## config.mk

```make
export PLATFORM = sky130hd
export DESIGN_NAME = conv_z_streamer
export DESIGN_NICKNAME = d
export VERILOG_FILES = /design/src/rtl/conv_z_streamer.sv
export SDC_FILE = /design/constraint.sdc
export NUM_CORES = 1
export LEC_CHECK = 0
export CORE_MARGIN = 8
export CORE_UTILIZATION = 41
export DETAILED_ROUTE_END_ITERATION = 12
export MAX_ROUTING_LAYER = met4
export RECOVER_POWER = 25
export SETUP_SLACK_MARGIN = 0.3
export SYNTH_ARGS = -nofsm -noshare
export SYNTH_HDL_FRONTEND = slang
export SYNTH_SLANG_ARGS = --single-unit
```

## constraint.sdc

```tcl
create_clock -name clk -period 8.2 [get_ports clk]
set_input_delay 0.82 -clock clk [delete_from_list [all_inputs] [get_ports clk]]
set_output_delay 0.82 -clock clk [all_outputs]
set_load 0.02 [all_outputs]
```

## src/rtl/conv_z_streamer.sv

```systemverilog
// Streams the convolution Z result vector out of the result RAM over valid/ready.
// Reads are credit-limited so the small output FIFO can never overflow.
module conv_z_streamer #(
    parameter int DATA_WIDTH = 16,
    parameter int ADDR_WIDTH = 6,
    parameter int SIZE_WIDTH = 5,
    parameter int FIFO_DEPTH = 4
) (
    input  logic                  clk,
    input  logic                  rst,
    input  logic                  start_i,
    input  logic [SIZE_WIDTH-1:0] sizeX,
    input  logic [SIZE_WIDTH-1:0] sizeY,
    output logic [ADDR_WIDTH-1:0] mem_addr_o,
    input  logic [DATA_WIDTH-1:0] mem_rd_data_i,
    output logic [DATA_WIDTH-1:0] m_data_o,
    output logic                  m_valid_o,
    input  logic                  m_ready_i,
    output logic                  m_last_o,
    output logic                  busy_o,
    output logic                  done_o
);
    localparam int PW = $clog2(FIFO_DEPTH);
    localparam int CW = PW + 1;

    typedef enum logic [1:0] {IDLE, RUN, DRAIN, FIN} state_t;

    state_t                  state_q;
    logic [ADDR_WIDTH-1:0]   n_q;
    logic [ADDR_WIDTH-1:0]   rd_ptr_q;
    logic [ADDR_WIDTH-1:0]   mem_addr_q;
    logic                    v1_q, l1_q, v2_q, l2_q;
    logic [DATA_WIDTH-1:0]   fifo_data_q [FIFO_DEPTH];
    logic                    fifo_last_q [FIFO_DEPTH];
    logic [PW-1:0]           wr_idx_q, rd_idx_q;
    logic [CW-1:0]           count_q;
    logic                    busy_q, done_q;

    logic [ADDR_WIDTH-1:0]   n_start_d;
    logic [ADDR_WIDTH-1:0]   n_last_d;
    logic [CW-1:0]           used_d;
    logic                    push_d, pop_d, credit_d, drained_d;

    always_comb begin
        n_start_d = '0;
        if (sizeX != '0 && sizeY != '0)
            n_start_d = ADDR_WIDTH'(sizeX) + ADDR_WIDTH'(sizeY) - ADDR_WIDTH'(1);
        n_last_d = n_q - ADDR_WIDTH'(1);
        push_d   = v2_q;
        pop_d    = (count_q != '0) && m_ready_i;
        // Credit counts FIFO entries plus reads still travelling through the RAM pipe.
        used_d   = count_q + CW'(v1_q) + CW'(v2_q);
        credit_d = used_d < CW'(FIFO_DEPTH);
        drained_d = !v1_q && !v2_q &&
                    ((count_q == '0) || (count_q == CW'(1) && pop_d));
    end

    always_ff @(posedge clk) begin
        if (rst) begin
            state_q    <= IDLE;
            n_q        <= '0;
            rd_ptr_q   <= '0;
            mem_addr_q <= '0;
            v1_q       <= 1'b0;
            l1_q       <= 1'b0;
            v2_q       <= 1'b0;
            l2_q       <= 1'b0;
            wr_idx_q   <= '0;
            rd_idx_q   <= '0;
            count_q    <= '0;
            busy_q     <= 1'b0;
            done_q     <= 1'b0;
            for (int unsigned i = 0; i < FIFO_DEPTH; i++) begin
                fifo_data_q[i] <= '0;
                fifo_last_q[i] <= 1'b0;
            end
        end else begin
            done_q <= 1'b0;
            v1_q   <= 1'b0;
            l1_q   <= 1'b0;
            v2_q   <= v1_q;
            l2_q   <= l1_q;

            case (state_q)
                IDLE: begin
                    if (start_i) begin
                        busy_q <= 1'b1;
                        if (n_start_d != '0) begin
                            n_q        <= n_start_d;
                            mem_addr_q <= '0;
                            v1_q       <= 1'b1;
                            l1_q       <= (n_start_d == ADDR_WIDTH'(1));
                            rd_ptr_q   <= ADDR_WIDTH'(1);
                            state_q    <= (n_start_d == ADDR_WIDTH'(1)) ? DRAIN : RUN;
                        end else begin
                            done_q  <= 1'b1;
                            state_q <= FIN;
                        end
                    end
                end
                RUN: begin
                    if (credit_d) begin
                        mem_addr_q <= rd_ptr_q;
                        v1_q       <= 1'b1;
                        l1_q       <= (rd_ptr_q == n_last_d);
                        rd_ptr_q   <= rd_ptr_q + ADDR_WIDTH'(1);
                        if (rd_ptr_q == n_last_d)
                            state_q <= DRAIN;
                    end
                end
                DRAIN: begin
                    if (drained_d) begin
                        done_q  <= 1'b1;
                        state_q <= FIN;
                    end
                end
                FIN: begin
                    busy_q  <= 1'b0;
                    state_q <= IDLE;
                end
                default: state_q <= IDLE;
            endcase

            if (push_d) begin
                fifo_data_q[wr_idx_q] <= mem_rd_data_i;
                fifo_last_q[wr_idx_q] <= l2_q;
                wr_idx_q              <= wr_idx_q + PW'(1);
            end
            if (pop_d)
                rd_idx_q <= rd_idx_q + PW'(1);
            count_q <= count_q + CW'(push_d) - CW'(pop_d);
        end
    end

    assert property (@(posedge clk) disable iff (rst) !(push_d && count_q == CW'(FIFO_DEPTH)));

    assign mem_addr_o = mem_addr_q;
    assign m_data_o   = fifo_data_q[rd_idx_q];
    assign m_last_o   = fifo_last_q[rd_idx_q];
    assign m_valid_o  = (count_q != '0);
    assign busy_o     = busy_q;
    assign done_o     = done_q;
endmodule

```

Yosys cells after proc, flatten, opt, wreduce, memory -nomap -nowiden
Memory sizes are Yosys's and may differ from the RTL's. A register that Yosys moved wholly into a read port is not among the register bits.
Index checks and enable logic that the tools add are counted.
{"block": "word_totals", "romBits": 0, "ram_bits": 68, "inputBits": 30, "out_inout_bits": 26, "ff_bits": 33, "word_cells": 104, "mem_count": 2, "latch_bits": 0}
{"memory": "fifo_data_q", "words": 4, "word_bits": 16, "read_ports": 1, "rd_clocked_by_memory_dff": 1, "write_ports": 4, "line_no": "33", "rtl": "logic [DATA_WIDTH-1:0] fifo_data_q [FIFO_DEPTH];"}
{"memory": "fifo_last_q", "words": 4, "word_bits": 1, "read_ports": 1, "rd_clocked_by_memory_dff": 1, "write_ports": 4, "line_no": "34", "rtl": "logic fifo_last_q [FIFO_DEPTH];"}
{"block": "op_classes", "magnitude_cmp": 1, "bitwise": 0, "n_eq_ne": 11, "addsub": 10, "n_reduce_logical": 22, "muxes": 45, "div": 0, "shifts": 0, "n_mul": 0}
{"cell": "2-to-1 mux 6 bit", "count": 7}
{"cell": "2-to-1 mux 2 bit", "count": 12}
{"cell": "case mux 6 bit (2 select lines)", "count": 2}
{"cell": "2-to-1 mux 1 bit", "count": 18}
{"cell": "2-to-1 mux 16 bit", "count": 1}
{"cell": "OR reduction 16 bit", "count": 1}
{"cell": "subtractor 6 x 1 -> 6 bit (second input constant)", "count": 2}
{"cell": "inequality test 2 bit (second input constant)", "count": 5}
{"cell": "nonzero test 5 bit", "count": 2}
{"cell": "adder 3 x 1 -> 3 bit", "count": 3}
{"cell": "case mux 1 bit (2 select lines)", "count": 4}
{"cell": "case mux 2 bit (4 select lines)", "count": 1}
{"cell": "AND reduction 4 bit", "count": 2}
{"cell": "adder 5 x 5 -> 6 bit", "count": 1}
{"cell": "adder 6 x 1 -> 6 bit (second input constant)", "count": 1}
{"cell": "== test 6 x 1 -> 1 bit (second input constant)", "count": 1}
{"cell": "== test 6 bit", "count": 1}
{"cell": "nonzero test 6 bit", "count": 1}
{"cell": "logical AND 1 bit", "count": 5}
{"cell": "adder 2 x 1 -> 2 bit (second input constant)", "count": 2}
{"cell": "== test 2 bit (second input constant)", "count": 2}
{"cell": "nonzero test 2 bit", "count": 2}
{"cell": "== test 3 x 1 -> 1 bit (second input constant)", "count": 1}
{"cell": "logical NOT 3 bit", "count": 1}
{"cell": "10 further kinds", "count": 11}

Depth between registers and ports, before layout
Gate-level depths: netlist (run 1).
{"block": "logic_depth", "ltp_word": 8, "ltp_mapped": 13, "ltp_nobuf": 12}

Worst setup path after synthesis (run 1)
OpenSTA, ideal clock, no wires.
{"block": "synth_path", "kind": "input to register", "startpoint": "input port sizeX[1]", "endpoint": "register n_q[2]", "stages": 13, "setup_time_ps": 70, "required_time_ps": 8130, "path_buffers": 1, "slack_ps": 5045, "arrival_time_ps": 3085, "path_cell_list": "inv_1 -> ha_1 -> inv_1 -> ha_1 -> inv_1 -> fa_1 -> nand2b_2 -> a21oi_4 -> xnor2_2 -> and4_4 -> buf_6 -> or4_1 -> a21oi_1"}
{"block": "synth_between", "elab_chain_cells": 5, "elab_cells_between_ends": 7, "cone_classes": "add/sub: 2; mux: 1; reduce/logical: 4"}
{"item": "start, declared", "line_no": "12", "rtl": "input logic [SIZE_WIDTH-1:0] sizeX,"}
{"item": "adder 5 x 5 -> 6 bit or nonzero test 5 bit (tied branches)", "line_no": "47, 46"}
{"item": "subtractor 6 x 1 -> 6 bit or logical AND 1 bit (tied branches)", "line_no": "47, 46"}
{"item": "2-to-1 mux 6 bit *", "line_no": "46", "rtl": "if (sizeX != '0 && sizeY != '0)"}
{"item": "nonzero test 6 bit", "line_no": "88", "rtl": "if (n_start_d != '0) begin"}
{"item": "AND reduction 3 bit (no source line)"}
{"item": "end signal, assigned", "line_no": "89", "rtl": "n_q <= n_start_d;"}
{"item": "end, declared", "line_no": "29", "rtl": "logic [ADDR_WIDTH-1:0] n_q;"}
Every way passes the cells marked *; elsewhere a longest branch is shown, timed or not.
A chain may end at the register's enable or synchronous reset.

==> results of run 1 <==
[cell type report]
cell class	instances	area (um2)	area share, %
flip-flops and latches	103	2740	44.9
multi-input cells	262	2130	34.8
repair buffers	61	588	9.63
clock buffers	10	250	4.10
well taps	168	210	3.44
inverters	33	124	2.03
clock inverters	6	66.3	1.09
[logic make-up (layout without fill, tap and decap cells)]
kind of cell	count (synthesis)	count (layout)
AO/OA/AOI/OAI	54	54
AND/OR/NAND/NOR	150	150
XOR/XNOR	19	19
buffers and inverters	52	110
adder cells (fa/ha/maj)	20	20
flip-flops	103	103
multiplexers	19	19
[Yosys cell counts, types with 2 or more instances]
cell type	count
a21oi_1	15
a221o_1	2
a22o_1	8
a311oi_1	2
a31oi_1	2
and2_1	53
and3_1	18
buf_1	2
buf_2	2
clkbuf_1	13
dfxtp_1	35
edfxtp_1	68
fa_1	2
ha_1	18
inv_1	32
mux4_2	17
nand2_1	18
nand2b_1	3
nand3_1	10
nand4_1	3
nor2_1	21
nor2b_1	4
nor3_1	3
nor3b_1	3
o21ai_0	4
o21ai_1	6
or2_2	3
or3_1	4
or4_4	2
xnor2_1	12
xor2_1	6
[path summary, 6_finish.rpt]
| path | from | to | cells after the start |
|---|---|---|---|
| max | rst | fifo_last_q[1]$_SDFFCE_PN0P_ | 5 |
| min | l1_q$_SDFF_PP0_ | l2_q$_SDFF_PP0_ | 1 |
| max reg2reg | push_d$_SDFF_PP0_ | rd_ptr_q[5]$_SDFFE_PP0P_ | 7 |
| min reg2reg | l1_q$_SDFF_PP0_ | l2_q$_SDFF_PP0_ | 1 |
[state kept, by name, indices dropped and copies added, names as in the netlist, named ones only]
register and flops:
l2_q 1, count_q 3, v1_q 1, n_q 6
busy_o 1, fifo_last_q 4, mem_addr_o 6, rd_ptr_q 6
push_d 1, rd_idx_q 2, wr_idx_q 2, l1_q 1
state_q 2, fifo_data_q 64, done_o 1
[layout by cell type, fill, tap and decap left out, drive strengths merged, types with 4 or more instances in the layout]
cell type      synthesis  layout
clkbuf                13      12
buf                    6       4
and2                  53      53
nor2b                  4       4
edfxtp                68      68
a21oi                 16      16
o21ai                 10      10
a22o                   8       8
nor3                   4       4
xnor2                 13      13
mux4                  17      17
nand2                 18      18
and3                  18      18
dlygate4sd3            0       9
inv                   33      36
nor2                  21      21
nand2b                 4       4
ha                    18      18
or3                    4       4
nand3                 10      10
dfxtp                 35      35
xor2                   6       6
clkdlybuf4s50          0      46
[metrics by stage]
stage,instances,utilization (%),hold WS (ns),worst slack (ns)
detailed placement,627,48.1,0.431,4.33
CTS,643,50.7,0.436,4.70
floorplan,417,-,0.414,5.05
finish,643,50.6,0.430,3.86
global placement,627,48.1,0.418,4.39
global route,643,50.6,0.447,3.65
[worst reg2reg max path, cell delays in order, from the launching register on]
cell	delay, ns
dfxtp_1	0.87
ha_1	0.37
a21oi_1	0.24
or3_1	0.15
nand3_1	0.15
a311oi_2	0.35
nor3_4	0.13
a221o_1	0.41
[report_power, final]
group	switching [uW]	internal (uW)
sequential	46.2	606
combinational	252	232
clock	205	234
[per-layer routing]
layer  up-vias  track usage, %
met1      1533            14.8
met4         0            3.64
li1       1606               -
met3        11            3.24
met5         -               -
met2        63            23.7
==> qor.csv, run 1 <==
metric,value,unit
synth_edf_count,68,
die_area,16200,um2
leakagePower,0.00238,uW
viasPerCell,5.00,
core-area,12100,um2
ir_drop,0.111,mV
maxSlewHeadroom,4.84,%
worst_slew_pin_slew,1.43,ns
drt_first_pass_iters,4,
wl_met3,461,um
fmax,0.230,GHz
synth-main-ff-cell,edfxtp_1,
fin_tns_setup,0,ns
clock-sinks,103,
cp_data_required_time,8.15,ns
ys_types,57,
p_total,1580,uW
grt_pass1_wl,16800,um
synth_fa_ha_area_share,5.22,%
row_count,40,
hold_viol_final,0,
ios,56,
grt_pass1_vias,3314,
diodes,0,
synth_area_leader_cell,edfxtp_1,
ys_seq_area_share,54.0,%
hpwl,6860,um
final_net_count,520,
critPathLaunchType,input pin,
ys_ff_latch,103,
place_congestion,0.790,
start_util,42.1,%
path_max_fanout,28,
rrSetupSlack,5.42,ns
cpLargestDelayFamily,buffers and inverters,
antenna_found_initial,0,
ys_warn_count,0,
hold_buffers,0,
cts_buffers,9,
wl_met2,5280,um
dr.max_layer_used,met4,
critical_path.endpoint_type,register,
cts_tree,yes,
cts.reportedPaths.clkPinSlew,0.07,ns
path_class,input pin to register,
clk_path_buf_depth,2,
cts_max_level,3,
die_h,127,um
setup_viol,0,
synth_mux_area_share,7.98,%
dpl-instance-area,5800,um2
grtUsageTotal,13.4,%
clk_latency,0.35,ns
drt_drc_violations_left,0,
fin_crit,4.34,ns
cap_violations,0,
max_stage_delay,1.04,ns
critPathSlowestCell,clkbuf_1,
io_buffers,55,
p_per_area,258,nW/um2
outcome,"complete, no violations",
rsz0062_at_grt,no,
cts_resized,0,
die_x,127,um
fin_area,6110,um2
worstPathArrival,4.29,ns
gr-total-overflow,0,
clock_skew,0.0174,ns
grt_max_degree,29,
netlist_area,5080,um2
synth_area_leaders,"edfxtp_1, dfxtp_1, mux4_2",
crit_chain,dlygate4sd3_1 -> clkbuf_1 -> inv_1 -> o21ai_0 -> clkbuf_1,
synth_top_family_by_area,simple AND/OR/NAND/NOR gates,
drtIter0Drc,212,
syn_nets,467,
final_max_slew_viol_count,0,
fin_crit_sh,52.9,%
area_growth,20.3,%
syn_avg_cell_area,12.2,um2
synth-async-reset-ratio,0,%
yosys.area_share.simple,16.9,%
layout-drive-gt1-share,11.4,%
worstHoldPathType,register to register,
timing.critical_path.buf_inv,4,
wl_per_cell,15.7,um
synth-xor-area-share,3.43,%
synth_compound_area_share,8.35,%
wirelength,10100,um
cts-root-buf,clkbuf_16,
detail-route-antenna-nets,0,
synth_top_area_share,40.2,%
post-cts-setup-buffers,0,
vias,3213,
path_common_cell,clkbuf_1,
wl_met1,4230,um
netlist_instances,417,
fillers,1077,
No activity file was read; power rests on OpenSTA's default activity.
==> inputs of run 2 (changes only) <==
- clock period: 8.2 -> 4.45 ns (I/O delays scaled with it)
==> qor.csv, run 2 (same netlist as run 1, synthesis figures left out) <==
metric,value,unit,change
cts-root-buf,clkbuf_16,,
vias,3245,,+1.0%
gr-total-overflow,0,,unchanged
hold_buffers,0,,unchanged
die_area,16200,um2,unchanged
cts.reportedPaths.clkPinSlew,0.07,ns,about the same
cp_data_required_time,4.41,ns,-3.74 ns
layout_common_cells,"edfxtp_1, and2_1, clkdlybuf4s50_1",,
cts_resized,0,,unchanged
drtIter0Drc,232,,+9.4%
dpl-instance-area,5800,um2,unchanged
fin_area,6110,um2,about the same
setup_viol,0,,unchanged
worstRegToRegCells,7,,unchanged
start_util,42.1,%,unchanged
detail-route-antenna-nets,0,,unchanged
leakagePower,0.00238,uW,about the same
rr_startpoint,push_d$_SDFF_PP0_,,
final_max_slew_viol_count,0,,unchanged
viasPerCell,5.05,,+1.0%
final_net_count,520,,unchanged
clock_skew,0.0172,ns,-0.000173 ns
die_x,127,um,unchanged
cts_max_level,3,,unchanged
p_per_area,475,nW/um2,+84%
rrSetupSlack,1.65,ns,-3.77 ns
area_growth,20.3,%,about the same
reg2reg_to,rd_ptr_q[3]$_SDFFE_PP0P_,,
fmax,0.297,GHz,
antenna_found_initial,0,,unchanged
clk_latency,0.35,ns,about the same
drt_first_pass_iters,4,,unchanged
outcome,"complete, no violations",,
post-cts-setup-buffers,0,,unchanged
wl_per_cell,15.7,um,-0.13%
hold-path-endpoint,l2_q$_SDFF_PP0_,,
path_max_fanout,28,,unchanged
hpwl,6820,um,-0.58%
maxSlewHeadroom,3.32,%,-1.5 points
worst_slew_pin_slew,1.45,ns,+0.0228 ns
cap_violations,0,,unchanged
layout-drive-gt1-share,11.8,%,+0.42 points
grtUsageTotal,13.3,%,-0.12 points
final_common_cell,edfxtp_1,,
grt_pass1_vias,3299,,-0.45%
ir_drop,0.229,mV,+110%
critPathLaunchType,input pin,,
clock-sinks,103,,unchanged
hold_start,l1_q$_SDFF_PP0_,,
grt_pass1_wl,16500,um,-1.5%
place_congestion,0.790,,about the same
fin_crit,3.37,ns,
fin_crit_sh,75.7,%,
clk_path_buf_depth,2,,unchanged
worstPathArrival,3.33,ns,-0.96 ns
wirelength,10100,um,-0.13%
diodes,0,,unchanged
critical_path.endpoint_type,register,,
largest_reg_flops,64,,unchanged
ios,56,,unchanged
drt_drc_violations_left,0,,unchanged
fin_tns_setup,0,ns,unchanged
grt_max_degree,29,,unchanged
io_buffers,55,,unchanged
cts_buffers,9,,unchanged
cts_tree,yes,,
min_path_cells,1,,unchanged
regMostFlops,fifo_data_q,,
core-area,12100,um2,unchanged
path_class,input pin to register,,
row_count,40,,unchanged
hold_viol_final,0,,unchanged
rsz0062_at_grt,no,,
worstHoldPathType,register to register,,
die_h,127,um,unchanged
## run 2: critical path, stage by stage
cell and delay [ns]:
dlygate4sd3_1 0.52, clkbuf_1 1.05, inv_2 0.51, nand2_1 0.78
## run 2: worst max-delay path by stage
stage	start	endpoint	slack, ns
global placement	sizeX[1]	rd_ptr_q[3]$_SDFFE_PP0P_	1.02
finish	rst	fifo_last_q[3]$_DFFE_PP_	1.08
CTS	sizeX[1]	rd_ptr_q[5]$_SDFFE_PP0P_	1.34
global route	rst	fifo_last_q[3]$_DFFE_PP_	0.82
detailed placement	sizeX[1]	rd_ptr_q[5]$_SDFFE_PP0P_	0.97
floorplan	sizeX[1]	n_q[2]$_SDFFE_PP0P_	1.67
## run 2: power by group
group | switching (uW) | internal (uW)
clock | 380 | 431
sequential | 85.0 | 1120
combinational | 464 | 429
## run 2: stage by stage
| step | util [%] | cells | worst slack, ns | hold WS, ns | power [uW] |
|---|---|---|---|---|---|
| after floorplan | - | 417 | 1.67 | 0.414 | 1840 |
| after global placement | 48.1 | 627 | 1.02 | 0.418 | 2120 |
| after detailed placement | 48.1 | 627 | 0.967 | 0.431 | 2130 |
| after CTS | 50.7 | 643 | 1.34 | 0.436 | 2940 |
| after global routing | 50.6 | 643 | 0.820 | 0.446 | 3070 |
| final | 50.6 | 643 | 1.08 | 0.430 | 2900 |
## run 2: cell type report
type                       instances  area (um2)
clock inverter                     6        63.8
clock buffer                      10         250
fill                            1071        5950
multi-input combinational        262        2130
tap                              168         210
timing repair buffer              61         592
sequential                       103        2740
inverter                          33         124
## run 2: routing by layer
layer,GRT usage [%],wire length (um),vias up
met5,-,0,-
met4,4.13,121,0
met3,2.95,365,11
met2,23.8,5340,61
met1,14.4,4240,1567
li1,-,-,1606
==> inputs of run 3 (changes only) <==
- clock period: 4.45 -> 3.05 ns (I/O delays scaled with it)
==> qor.csv, run 3 (same netlist as run 1, synthesis figures left out) <==
metric,value,unit,change
outcome,"finished, violations left",,
violations,"capacitance limit, slew limit",,
detail-route-antenna-nets,0,,unchanged
worstRegToRegCells,5,,-2
regMostFlops,fifo_data_q,,
cts_max_level,3,,unchanged
die_x,127,um,unchanged
layout-drive-gt1-share,14.9,%,+3.1 points
multiInputGateArea,2220,um2,+4.2%
clock-sinks,103,,unchanged
hold_buffers,0,,unchanged
pwr-share-clk,26.0,%,-1.9 points
fin_area,6270,um2,+2.6%
rrSetupSlack,0.39,ns,-1.26 ns
stdcell_count,659,,+2.5%
cts-root-buf,clkbuf_16,,
area_growth,23.5,%,
cts_buffers,9,,unchanged
hold_start,l1_q$_SDFF_PP0_,,
io_buffers,55,,unchanged
cts_tree,yes,,
dpl-instance-area,5890,um2,+1.6%
clk_latency,0.34,ns,about the same
leakagePower,0.00242,uW,+1.4%
clock_skew,0.00665,ns,-0.0106 ns
worst_slew_pin_slew,1.51,ns,+0.0567 ns
diodes,0,,unchanged
grt_pass1_wl,17900,um,+8.0%
final_max_slew_viol_count,29,,+29
power.internal,2970,uW,+50%
ios,56,,unchanged
wl_per_cell,16.2,um,+3.6%
fillers,1083,,+1.1%
hold_viol_final,0,,unchanged
seqPwrFrac,40.0,%,-1.3 points
p_total,4320,uW,+49%
row_count,40,,unchanged
fin_crit,2.66,ns,
ir_drop,0.262,mV,+14%
place_congestion,0.781,,-1.2%
viasPerCell,5.07,,+0.55%
switching_share,31.4,%,-0.63 points
grt_max_degree,29,,unchanged
pwr-share-comb,34.1,%,+3.4 points
layout_common_cells,"edfxtp_1, and2_1, clkdlybuf4s50_1",,
critPathLaunchType,register,,
wirelength,10700,um,+6.1%
clk_path_buf_depth,2,,unchanged
start_util,42.1,%,unchanged
dp_cells,639,,+1.9%
gr-total-overflow,0,,unchanged
drtIter0Drc,234,,+0.86%
cp_data_required_time,3.03,ns,-1.38 ns
p_switching,1350,uW,+46%
hold_ws,0.435,ns,+0.00510 ns
worstHoldPathType,register to register,,
drt_drc_violations_left,0,,unchanged
cts.reportedPaths.clkPinSlew,0.06,ns,about the same
setup_viol,0,,unchanged
fmax,0.376,GHz,
reg2reg_to,fifo_data_q[0][14]$_SDFFCE_PN0P_,,
largest_reg_flops,64,,unchanged
min_path_cells,1,,unchanged
hold-path-endpoint,l2_q$_SDFF_PP0_,,
cap_violations,1,,+1
core-area,12100,um2,unchanged
hpwl,7060,um,+3.5%
rr_startpoint,push_d$_SDFF_PP0_,,
final_net_count,536,,+3.1%
p_per_area,689,nW/um2,+45%
regArea,2740,um2,unchanged
grt_pass1_vias,3502,,+6.2%
path_max_fanout,23,,-18%
path_class,register to register,,
antenna_found_initial,0,,unchanged
grtUsageTotal,14.3,%,+1.1 points
rsz0062_at_grt,no,,
die_area,16200,um2,unchanged
die_h,127,um,unchanged
vias,3344,,+3.1%
fin_crit_sh,87.2,%,
final_common_cell,edfxtp_1,,
worstPathArrival,2.64,ns,-0.69 ns
critical_path.endpoint_type,register,,
drt_first_pass_iters,4,,unchanged
maxSlewHeadroom,-0.459,%,-3.8 points
fin_util,52.0,%,+1.3 points
## run 3: area by class of cell
type	count	area share, %
Clock inverter	6	0.958
Sequential cell	103	43.7
Multi-Input combinational cell	263	35.3
Inverter	33	1.98
Clock buffer	10	3.65
Timing Repair Buffer	76	11.0
Tap cell	168	3.35
## run 3: power by group through the flow
stage | combinational, uW | clock (uW) | sequential [uW]
3_3_place_gp | 1380 | 0 | 1760
5_1_grt | 1620 | 1200 | 1750
6_report | 1470 | 1120 | 1730
3_5_place_dp | 1390 | 0 | 1760
2_1_floorplan | 958 | 0 | 1730
4_1_cts | 1470 | 1150 | 1730
## run 3: timing repair
item / 4_1_cts / 5_1_grt
setup buffers: 2 / 1
setup endpoints to repair: 14 / 19
resized for setup: 14 / 5
endpoints found under the hold margin: 0 / 0
gates cloned: 1 / 0
pin swaps: 11 / 6
## run 3: routing by layer
| metal | global-route usage, % | vias up | wire length, um |
|---|---|---|---|
| li1 | - | 1638 | - |
| met1 | 15.8 | 1638 | 4580 |
| met2 | 25.5 | 52 | 5590 |
| met3 | 2.25 | 16 | 321 |
| met4 | 5.81 | 0 | 187 |
| met5 | - | - | 0 |
## run 3: critical path: stages, from the launching register on
cell and delay, ns:
dfxtp_1 0.33, clkbuf_1 0.79, nand2_1 0.21, nor3_1 0.21
buf_4 0.27, or2_2 0.47
## run 3: worst max-delay path by stage
stage,start,end,depth (start not counted)
global placement,sizeX[1],rd_ptr_q[5]$_SDFFE_PP0P_,13
CTS,sizeX[2],rd_ptr_q[3]$_SDFFE_PP0P_,12
detailed placement,sizeX[1],rd_ptr_q[3]$_SDFFE_PP0P_,13
finish,push_d$_SDFF_PP0_,fifo_data_q[0][14]$_SDFFCE_PN0P_,5
global route,push_d$_SDFF_PP0_,fifo_data_q[0][14]$_SDFFCE_PN0P_,5
floorplan,sizeX[1],n_q[2]$_SDFFE_PP0P_,13
## run 3: through the flow
step                      TNS [ns]  setup slack (ns)
after floorplan                  0             0.410
after global placement       -1.77            -0.162
after detailed placement     -2.88            -0.231
after CTS                        0             0.332
after global routing             0             0.192
final                            0             0.392
==> RTL edit: new RTL, flow settings as in run 3 <==
Encoding of `state_t`: now one-hot (4 bits for 4 states).
--- a/src/rtl/conv_z_streamer.sv
+++ b/src/rtl/conv_z_streamer.sv
@@ -23,7 +23,7 @@
     localparam int PW = $clog2(FIFO_DEPTH);
     localparam int CW = PW + 1;
 
-    typedef enum logic [1:0] {IDLE, RUN, DRAIN, FIN} state_t;
+    typedef enum logic [3:0] {IDLE = 4'b0001, RUN = 4'b0010, DRAIN = 4'b0100, FIN = 4'b1000} state_t;
 
     state_t                  state_q;
     logic [ADDR_WIDTH-1:0]   n_q;
Formal check against the unedited RTL: no difference found for any inputs over 10 cycles, from zero or initial values and one cycle with rst high; not proved beyond that.
==> RTL edit against run 3 <==
Via count down 1.3%. Setup slack improved by 19 ps. Die area up 1.1%. First-iteration DRC count fell by 23%. Maximum frequency increased by 0.70%. Area after synthesis is 1.2% higher. Wire length fell by 3.2%. Total power decreased by 5.4%. Sequential cell count rose by 2. Final area grew 1.3%.
==> RTL edit: results (changes against run 3) <==
INFO  metric synth.mux.area_fraction = 7.45% (-0.53 points)
INFO  metric routabilityCongestion = 0.810 (+3.7%)
INFO  metric global_route_wire_length_before_repair = 16.9 mm (-5.3%)
INFO  metric period_needed = 2640 ps (-18.5 ps)
INFO  metric worst-path-max-fanout = 5 (-78%)
INFO  metric ys_top_cells_by_area = sky130_fd_sc_hd__edfxtp_1 40%, sky130_fd_sc_hd__dfxtp_1 14%, sky130_fd_sc_hd__and2_1 8.5%, sky130_fd_sc_hd__mux4_2 7.5%, sky130_fd_sc_hd__ha_1 3.4%
INFO  metric final.signal_buffer_count = 78 (+2.6%)
INFO  metric fillers = 1130 (+4.3%)
INFO  metric seq_area_share = 43.8% (+0.088 points)
INFO  metric layout.non_clock_inverters = 30 (-9.1%)
INFO  metric avgViaCountPerCell = 4.96 (-2.2%)
INFO  metric rr_worst_depth = 8 (+3)
INFO  metric yosysSeqAreaShare = 54.2% (+0.13 points)
INFO  metric switchingPower = 1.24 mW (-8.6%)
INFO  metric clock_cell_area_share = 4.71% (+0.10 points)
INFO  metric fin_nets = 534 (-0.37%)
INFO  metric postSynthRegisterBits = 105 (+1.9%)
INFO  metric worst_endpoint_data_arrival_time = 2930 ps (+290 ps)
INFO  metric slew_headroom = 16.2% (+17 points)
INFO  metric synth_fa_ha_area_share = 4.19% (-1.0 points)
INFO  metric worst_clk_skew = 6.35 ps (-0.299 ps)
INFO  metric die-width = 128 um (+0.53%)
INFO  metric synth_cell_types = 55 (-3.5%)
INFO  metric n_clock_buffer = 11 (+1)
INFO  metric post_route_cells_drive_above_1_share = 20.9% (+6.0 points)
INFO  metric preCtsSetupSlack = -280 ps (-49.5 ps)
INFO  metric multiInputGateArea = 2220 um2 (+0.34%)
INFO  metric instances_no_fill = 665 (+0.91%)
INFO  metric track_usage = 13.7% (-0.65 points)
INFO  metric synth.yosys.warnings = 0 (unchanged)
INFO  metric total_leakage_power = 2.38 nW (-1.7%)
INFO  metric drt-initial-drc-count = 181 (-23%)
INFO  metric post_synth_inst_count = 416 (-0.24%)
INFO  metric buffer_area_share = 11.3% (+0.30 points)
INFO  metric post_drt_wl_per_cell = 15.5 um (-4.1%)
INFO  metric grt_start_max_net_pins = 33 (+14%)
INFO  metric timing.critical_path.from = sizeX[4]
INFO  metric num-multi-input-gates = 264 (+0.38%)
INFO  metric placed_cells_incl_taps = 646 (+1.1%)
INFO  metric status = completed
INFO  metric crit-reg2reg-capture = rd_ptr_q[2]$_SDFFE_PP0P_
INFO  metric dominantRegCellSynth = sky130_fd_sc_hd__edfxtp_1
-- RTL edit: cell count changes in the layout (fill, tap and decap cells not counted), sizes merged, moves of 4 or more --
cell	delta
ha	-4
and3	-16
nand2	-5
a22o	-8
dlymetal6s2s	+5
xnor2	-5
and2	+17
or3b	+6
o31ai	+7
a21oi	+6
clkdlybuf4s50	-4
-- RTL edit: worst max-delay path, cell delays in order --
cell and delay, ps:
sky130_fd_sc_hd__clkdlybuf4s50_1 490, sky130_fd_sc_hd__inv_1 50, sky130_fd_sc_hd__ha_1 270, sky130_fd_sc_hd__inv_1 60, sky130_fd_sc_hd__ha_4 260, sky130_fd_sc_hd__inv_1 40
sky130_fd_sc_hd__and3_1 160, sky130_fd_sc_hd__or2_2 280, sky130_fd_sc_hd__and4b_2 270, sky130_fd_sc_hd__buf_6 140, sky130_fd_sc_hd__or4_1 460, sky130_fd_sc_hd__a21oi_1 140
-- RTL edit: power groups by stage --
stage | sequential, mW | clock (mW) | combinational [mW]
floorplan | 1.74 | 0 | 0.857
global placement | 1.77 | 0 | 1.18
detailed placement | 1.78 | 0 | 1.19
CTS | 1.75 | 1.18 | 1.22
global route | 1.76 | 1.22 | 1.31
finish | 1.74 | 1.15 | 1.19
-- RTL edit: per-layer routing --
metal  vias to the layer above  track usage (%)  share of wire (%)
li1                       1636                -                  -
met1                      1601             14.2                 42
met2                        49             24.7                 53
met3                        13             3.91                3.7
met4                         0             3.99                1.4
met5                         -                -                  0
-- RTL edit: through the flow --
step / hold slack (ps) / util, %
after floorplan: 414 / -
after global placement: 425 / 48.0
after detailed placement: 447 / 48.0
after CTS: 461 / 51.1
after global routing: 468 / 51.1
final: 456 / 51.1
